==> src/rtl/serial_add_pkg.sv <==
// Shared definitions for the bit-serial adder: FSM encoding and default operand width.
package serial_add_pkg;

    localparam int unsigned DefaultWidth = 8;

    typedef enum logic [1:0] {
        StIdle,
        StRun,
        StDone
    } state_e;

endpackage

==> src/rtl/fa_cell.sv <==
// One-bit full adder used as the single arithmetic cell of the serial adder.
module fa_cell (
    input  logic a,
    input  logic b,
    input  logic cin,
    output logic s,
    output logic cout
);

    assign s    = a ^ b ^ cin;
    assign cout = (a & b) | (a & cin) | (b & cin);

endmodule

==> src/rtl/serial_add_ctrl.sv <==
// Bit-serial adder: one bit per cycle, LSB first, through a single full-adder cell.
module serial_add_ctrl
    import serial_add_pkg::*;
#(
    parameter int unsigned WIDTH = DefaultWidth
) (
    input  logic             clk,
    input  logic             rst,
    input  logic             start,
    input  logic [WIDTH-1:0] a,
    input  logic [WIDTH-1:0] b,
    input  logic             cin,
    output logic             busy,
    output logic             done,
    output logic [WIDTH-1:0] sum,
    output logic             cout
);

    localparam int unsigned     CntW    = (WIDTH > 1) ? $clog2(WIDTH) : 1;
    localparam logic [CntW-1:0] CntLast = CntW'(WIDTH - 1);

    state_e           state_q, state_d;
    logic [WIDTH-1:0] a_q, a_d;
    logic [WIDTH-1:0] b_q, b_d;
    logic             carry_q, carry_d;
    logic [WIDTH-1:0] res_q, res_d;
    logic [CntW-1:0]  cnt_q, cnt_d;
    logic [WIDTH-1:0] sum_q, sum_d;
    logic             cout_q, cout_d;

    logic             fa_s;
    logic             fa_c;
    logic [WIDTH-1:0] res_shift;

    fa_cell u_fa (
        .a    (a_q[0]),
        .b    (b_q[0]),
        .cin  (carry_q),
        .s    (fa_s),
        .cout (fa_c)
    );

    // New sum bit enters at the MSB so the LSB-first result lands in place after WIDTH shifts.
    if (WIDTH == 1) begin : g_res_w1
        assign res_shift = fa_s;
    end else begin : g_res_wn
        assign res_shift = {fa_s, res_q[WIDTH-1:1]};
    end

    always_comb begin
        state_d = state_q;
        a_d     = a_q;
        b_d     = b_q;
        carry_d = carry_q;
        res_d   = res_q;
        cnt_d   = cnt_q;
        sum_d   = sum_q;
        cout_d  = cout_q;
        case (state_q)
            StIdle: begin
                if (start) begin
                    a_d     = a;
                    b_d     = b;
                    carry_d = cin;
                    res_d   = '0;
                    cnt_d   = '0;
                    state_d = StRun;
                end
            end
            StRun: begin
                a_d     = a_q >> 1;
                b_d     = b_q >> 1;
                carry_d = fa_c;
                res_d   = res_shift;
                if (cnt_q == CntLast) begin
                    sum_d   = res_shift;
                    cout_d  = fa_c;
                    state_d = StDone;
                end else begin
                    cnt_d = cnt_q + CntW'(1);
                end
            end
            StDone: begin
                state_d = StIdle;
            end
            default: begin
                state_d = StIdle;
            end
        endcase
    end

    always_ff @(posedge clk or posedge rst) begin
        if (rst) begin
            state_q <= StIdle;
            a_q     <= '0;
            b_q     <= '0;
            carry_q <= 1'b0;
            res_q   <= '0;
            cnt_q   <= '0;
            sum_q   <= '0;
            cout_q  <= 1'b0;
        end else begin
            state_q <= state_d;
            a_q     <= a_d;
            b_q     <= b_d;
            carry_q <= carry_d;
            res_q   <= res_d;
            cnt_q   <= cnt_d;
            sum_q   <= sum_d;
            cout_q  <= cout_d;
        end
    end

    assign busy = (state_q == StRun);
    assign done = (state_q == StDone);
    assign sum  = sum_q;
    assign cout = cout_q;

endmodule
==> config.mk <==
export PLATFORM = sky130hd
export DESIGN_NAME = serial_add_ctrl
export DESIGN_NICKNAME = d
export VERILOG_FILES = /design/src/rtl/serial_add_pkg.sv /design/src/rtl/fa_cell.sv /design/src/rtl/serial_add_ctrl.sv
export SDC_FILE = /design/constraint.sdc
export NUM_CORES = 1
export LEC_CHECK = 0
export ABC_AREA = 0
export CORE_ASPECT_RATIO = 0.8
export CORE_UTILIZATION = 55
export CTS_CLUSTER_DIAMETER = 80
export DETAILED_ROUTE_END_ITERATION = 6
export PLACE_DENSITY = 0.88
export SYNTH_ARGS = -nofsm -noshare
export SYNTH_HDL_FRONTEND = slang
export SYNTH_SLANG_ARGS = --single-unit
export TNS_END_PERCENT = 1
==> constraint.sdc <==
create_clock -name clk -period 2.1 [get_ports clk]
set_input_delay 0.315 -clock clk [delete_from_list [all_inputs] [get_ports clk]]
set_output_delay 0.315 -clock clk [all_outputs]
set_load 0.02 [all_outputs]
### After elaboration in Yosys (flattened, before gate mapping)

Cells that the tools add are included.
Widths: inputs -> output; s select.

* register bits: 39
* bits of input ports: 20
* output and inout port bits: 11
* logic and storage cells: 42

* add/subtract/negate cells: 1
* eq/ne operators: 6
* muxes and demuxes: 14
* bitwise operators: 7
* reduce and logical (&&, ||, !) cells: 6

Operator list (number)
* $pmux 8 s2: 3
* $mux 8: 3
* $mux 3: 2
* $pmux 3 s2: 1
* $reduce_and 2->1: 3
* $mux 2: 2
* $ne 2x2->1 const B: 2
* $pmux 2 s2: 1
* $add 3x1->3 const B: 1
* $and 1x1->1: 3
* $eq 3x3->1 const B: 1
* $reduce_and 3->1: 1
* $eq 2x1->1 const B: 1
* $eq 2x2->1 const B: 1
* $logic_not 2->1: 1
* $ne 2x1->1 const B: 1
* $or 1x1->1: 2
* $pmux 1 s2: 1
* $reduce_bool 2->1: 1
* $xor 1x1->1: 2
* $mux 1: 1

### Logic depth before layout (Yosys ltp)

* depth after elaboration: 4
* depth in mapped cells: 5
* gate-level depth less buffers: 5

### Hierarchy

From an unflattened synthesis, not the netlist that was laid out.

* cells, all modules: 145
* area, all modules: 1729.2 um^2

By module, submodules not included
* serial_add_ctrl: instances 1, cells each 144, area each 1709.1 um^2, seq. area each 950.9 um^2
* fa_cell: instances 1, cells each 1, area each 20.0 um^2, seq. area each 0.0 um^2

### Worst setup path after synthesis

No wires, ideal clock.

* path type: reg2reg
* start point: register cnt_q[0]
* end point: register cnt_q[0]
* library setup time: 0.121 ns
* arrival time: 1.332 ns
* required time: 1.979 ns
* path slack: 0.647 ns
* cell stages (with the launch flop): 6
* path buffers: 0
* path through: dfrtp_1 -> ha_1 -> ha_1 -> nor2_1 -> mux2_2 -> a22o_1

* cells in the longest elaborated chain, start to end: 3

Ends and longest elaborated chain
* start: declaration: RTL line serial_add_ctrl.sv:27 `logic [CntW-1:0] cnt_q, cnt_d;`
* start signal: assignment: RTL line serial_add_ctrl.sv:108 `cnt_q <= cnt_d;`
* $add 3x1->3 / $eq 3x3->1 (equally long branches): RTL line serial_add_ctrl.sv:80, serial_add_ctrl.sv:75
* $mux 3 / $ne 2x2->1 (equally long branches)
* $pmux 3 s2 / $reduce_and 3->1 (equally long branches)

Several ways; a longest one is shown, not always the timed one. The select of a mux whose other input is x is not followed.
A chain may end at the register's enable or synchronous reset.

### Final worst setup path

* start point: register state_q[1]
* end point: output busy

* cells in the longest elaborated chain, start to end: 1

Ends and longest elaborated chain
* start: declaration: RTL line serial_add_ctrl.sv:22 `state_e state_q, state_d;`
* start signal: assignment: RTL line serial_add_ctrl.sv:94 `state_q <= StIdle;`
* start signal: assignment: RTL line serial_add_ctrl.sv:103 `state_q <= state_d;`
* $eq 2x1->1: RTL line serial_add_ctrl.sv:114 `assign busy = (state_q == StRun);`
* end: declaration: RTL line serial_add_ctrl.sv:13 `output logic busy,`

Every way passes these cells.

==> flow_summary.json <==
{
  "ys_seq_area_share_pct": 54.2,
  "path_max_fanout": 9,
  "via_count": 1438,
  "synthMuxAreaShare_pct": 8.92,
  "synth_xor_area_share_pct": 0,
  "synth-compound-area-share_pct": 13.0,
  "tightest_slew_ps": 531,
  "slew_headroom_pct": 64.6,
  "ys_warn_count": 0,
  "drv_slew": 0,
  "io_pins": 31,
  "setup_viol": 0,
  "synthAdderAreaFrac_pct": 2.57,
  "tns_ps": 0,
  "fin_nets": 213,
  "worstSetupPathType": "flip-flop to primary output",
  "synth-simple-area-share_pct": 16.1,
  "dp_hpwl_mm": 2.72,
  "cp.required_ps": 1780,
  "skew_ps": 6.99,
  "hold_viol": 0,
  "port_buffers": 30,
  "final_antenna_net_count": 0,
  "grt_pass1_wl_mm": 6.77,
  "hold_ws_ps": 431,
  "syn-num-nets": 178,
  "core_area_sq_mm": 0.00289,
  "cp.arrival_ps": 1690,
  "start_util_pct": 60.6,
  "die_w_um": 65.1,
  "synth_edf_count": 0,
  "synth_common_cells": "42 x nor3_1, 38 x dfrtp_1, 14 x o22ai_1",
  "synth_top_family_by_area": "simple AND/OR/NAND/NOR gates",
  "drt_first_iter_violations": 116,
  "rsz0062_at_grt": "false",
  "cts_hold_buf": 0,
  "place_congestion": 0.775,
  "cp-startpoint": "state_q[1]",
  "cts_buffers": 5,
  "rr_startpoint": "state_q[0]",
  "start_kind": "flip-flop",
  "htree_num_levels": 2,
  "clkLatencyLatePin_ps": 290,
  "min_path_type": "primary input to async pin",
  "fmax_mhz": 498,
  "antenna_found_initial": 0,
  "cts_root_buffer": "clkbuf_8",
  "endpoint_kind": "primary output",
  "path_clk_slew_ps": 70,
  "p_per_area_mw_per_mm2": 1490,
  "synthTopCellsByArea": "dfrtp_1 54%, nor3_1 12%, mux2_4 7.7%",
  "syn_area_sq_mm": 0.00175,
  "ctsResizeCount": 0,
  "post-route-drc-count": 0,
  "n_antenna_cell": 0,
  "dieArea_sq_mm": 0.00342,
  "syn_to_final_growth_pct": 26.5,
  "first_pass_iters": 4,
  "ys.flop_type": "dfrtp_1",
  "track_usage_pct": 27.9,
  "avgSynthCellArea_sq_um": 11.3,
  "synth_top_area_cell": "dfrtp_1",
  "min_period_ps": 2010,
  "ys_ff_latch": 38,
  "avgRoutedWirePerCell_um": 17.6,
  "grt_pass1_vias": 1432,
  "cts_num_sinks": 38,
  "cts_buffer_depth": 2,
  "rows": 17,
  "syn_inst": 155,
  "leakage_uw": 0.000976,
  "via_per_inst": 6.28,
  "ir_drop_mv": 0.859,
  "wl_mm": 4.03,
  "cap_violations": 0,
  "grt_max_degree": 39,
  "status": "complete, no violations",
  "synthArstFlopShare_pct": 100,
  "yosysMostFrequentCell": "nor3_1",
  "cts_tree": "yes",
  "postCtsSetupBuffers": 0,
  "grt-ovfl-total": 0,
  "die_h_um": 52.5,
  "yosysTopAreaCellShare_pct": 54.2,
  "period_share_pct": 95.7,
  "synth_cell_types": 24,
  "drive_above_1_share_pct": 15.7
}
## stage by stage
step | setup slack, ps | area, sq um | total power, uW | utilization (%) | std cells
4_1_cts | 94.4 | 2220 | 3300 | 76.7 | 229
5_1_grt | 57.0 | 2220 | 3510 | 76.7 | 229
3_5_place_dp | 232 | 2110 | 2720 | 72.9 | 221
6_report | 90.6 | 2220 | 3310 | 76.7 | 229
2_1_floorplan | 647 | 1750 | 2240 | - | 155
3_3_place_gp | 370 | 2110 | 2600 | 72.9 | 221
## metal layers
layer,routed length (um),GRT usage (%),vias to the layer above
met1,1690,36.0,715
met5,0,0,-
met3,233,6.09,19
li1,-,-,643
met2,1940,42.4,61
met4,163,19.6,0
## final timing paths
check	to	slack, ps	cells past startpoint
worst max-delay path	busy	90	3
worst min-delay path	a_q[5]	430	3
worst max register to register	a_q[6]	470	4
worst min register to register	cout	510	1
max in group asynchronous	cout	1340	3
min in group clk	cout	510	1
## cells in the final DEF (no fill, tap or decap)
cell type,synthesis,layout
o22ai_1,14,14
mux2i_1,1,1
fa_1,1,1
a21oi_1,1,1
or4b_2,1,1
mux2_2,1,1
nor3_1,42,42
dfrtp_1,38,38
inv_8,1,1
and2b_1,1,1
clkdlybuf4s50_1,0,30
nand2b_1,2,2
buf_4,1,9
inv_1,5,5
o21ai_0,6,6
nor2_1,4,4
nand2_8,1,1
mux2_4,9,9
a22o_1,12,12
nand2_1,2,2
clkbuf_8,0,8
ha_1,2,2
## sequential cells by signal (all words and copies together), names as in the netlist
signal	count
a_q	8
b_q	8
carry_q	1
cnt_q	3
cout	1
res_q	7
state_q	2
sum	8
## layout make-up
type / count / area, sq um
Fill cell: 193 / 674
Clock buffer: 8 / 110
Sequential cell: 38 / 951
Tap cell: 38 / 47.5
Timing Repair Buffer: 39 / 368
Multi-Input combinational cell: 100 / 712
Inverter: 6 / 30.0
## power by group
group / switching [uW] / total (uW) / leakage (uW) / internal (uW)
clock: 258 / 589 / 0.0000575 / 332
combinational: 689 / 1400 / 0.000452 / 714
sequential: 259 / 1320 / 0.000467 / 1060
## worst max-delay path, cell delays in order (launching register included)
cell and delay, ps:
dfrtp_1 390, nand2b_1 250, inv_8 150, clkdlybuf4s50_1 610
## cells by family (layout without fill, tap and decap cells)
logic type      Yosys count  count (layout)
flops                    38              38
fa+ha+maj                 3               3
simple gates             53              53
buf+inv                  17              53
compound gates           33              33
mux                      11              11
Note: power is estimated with default switching activity, not from simulation.
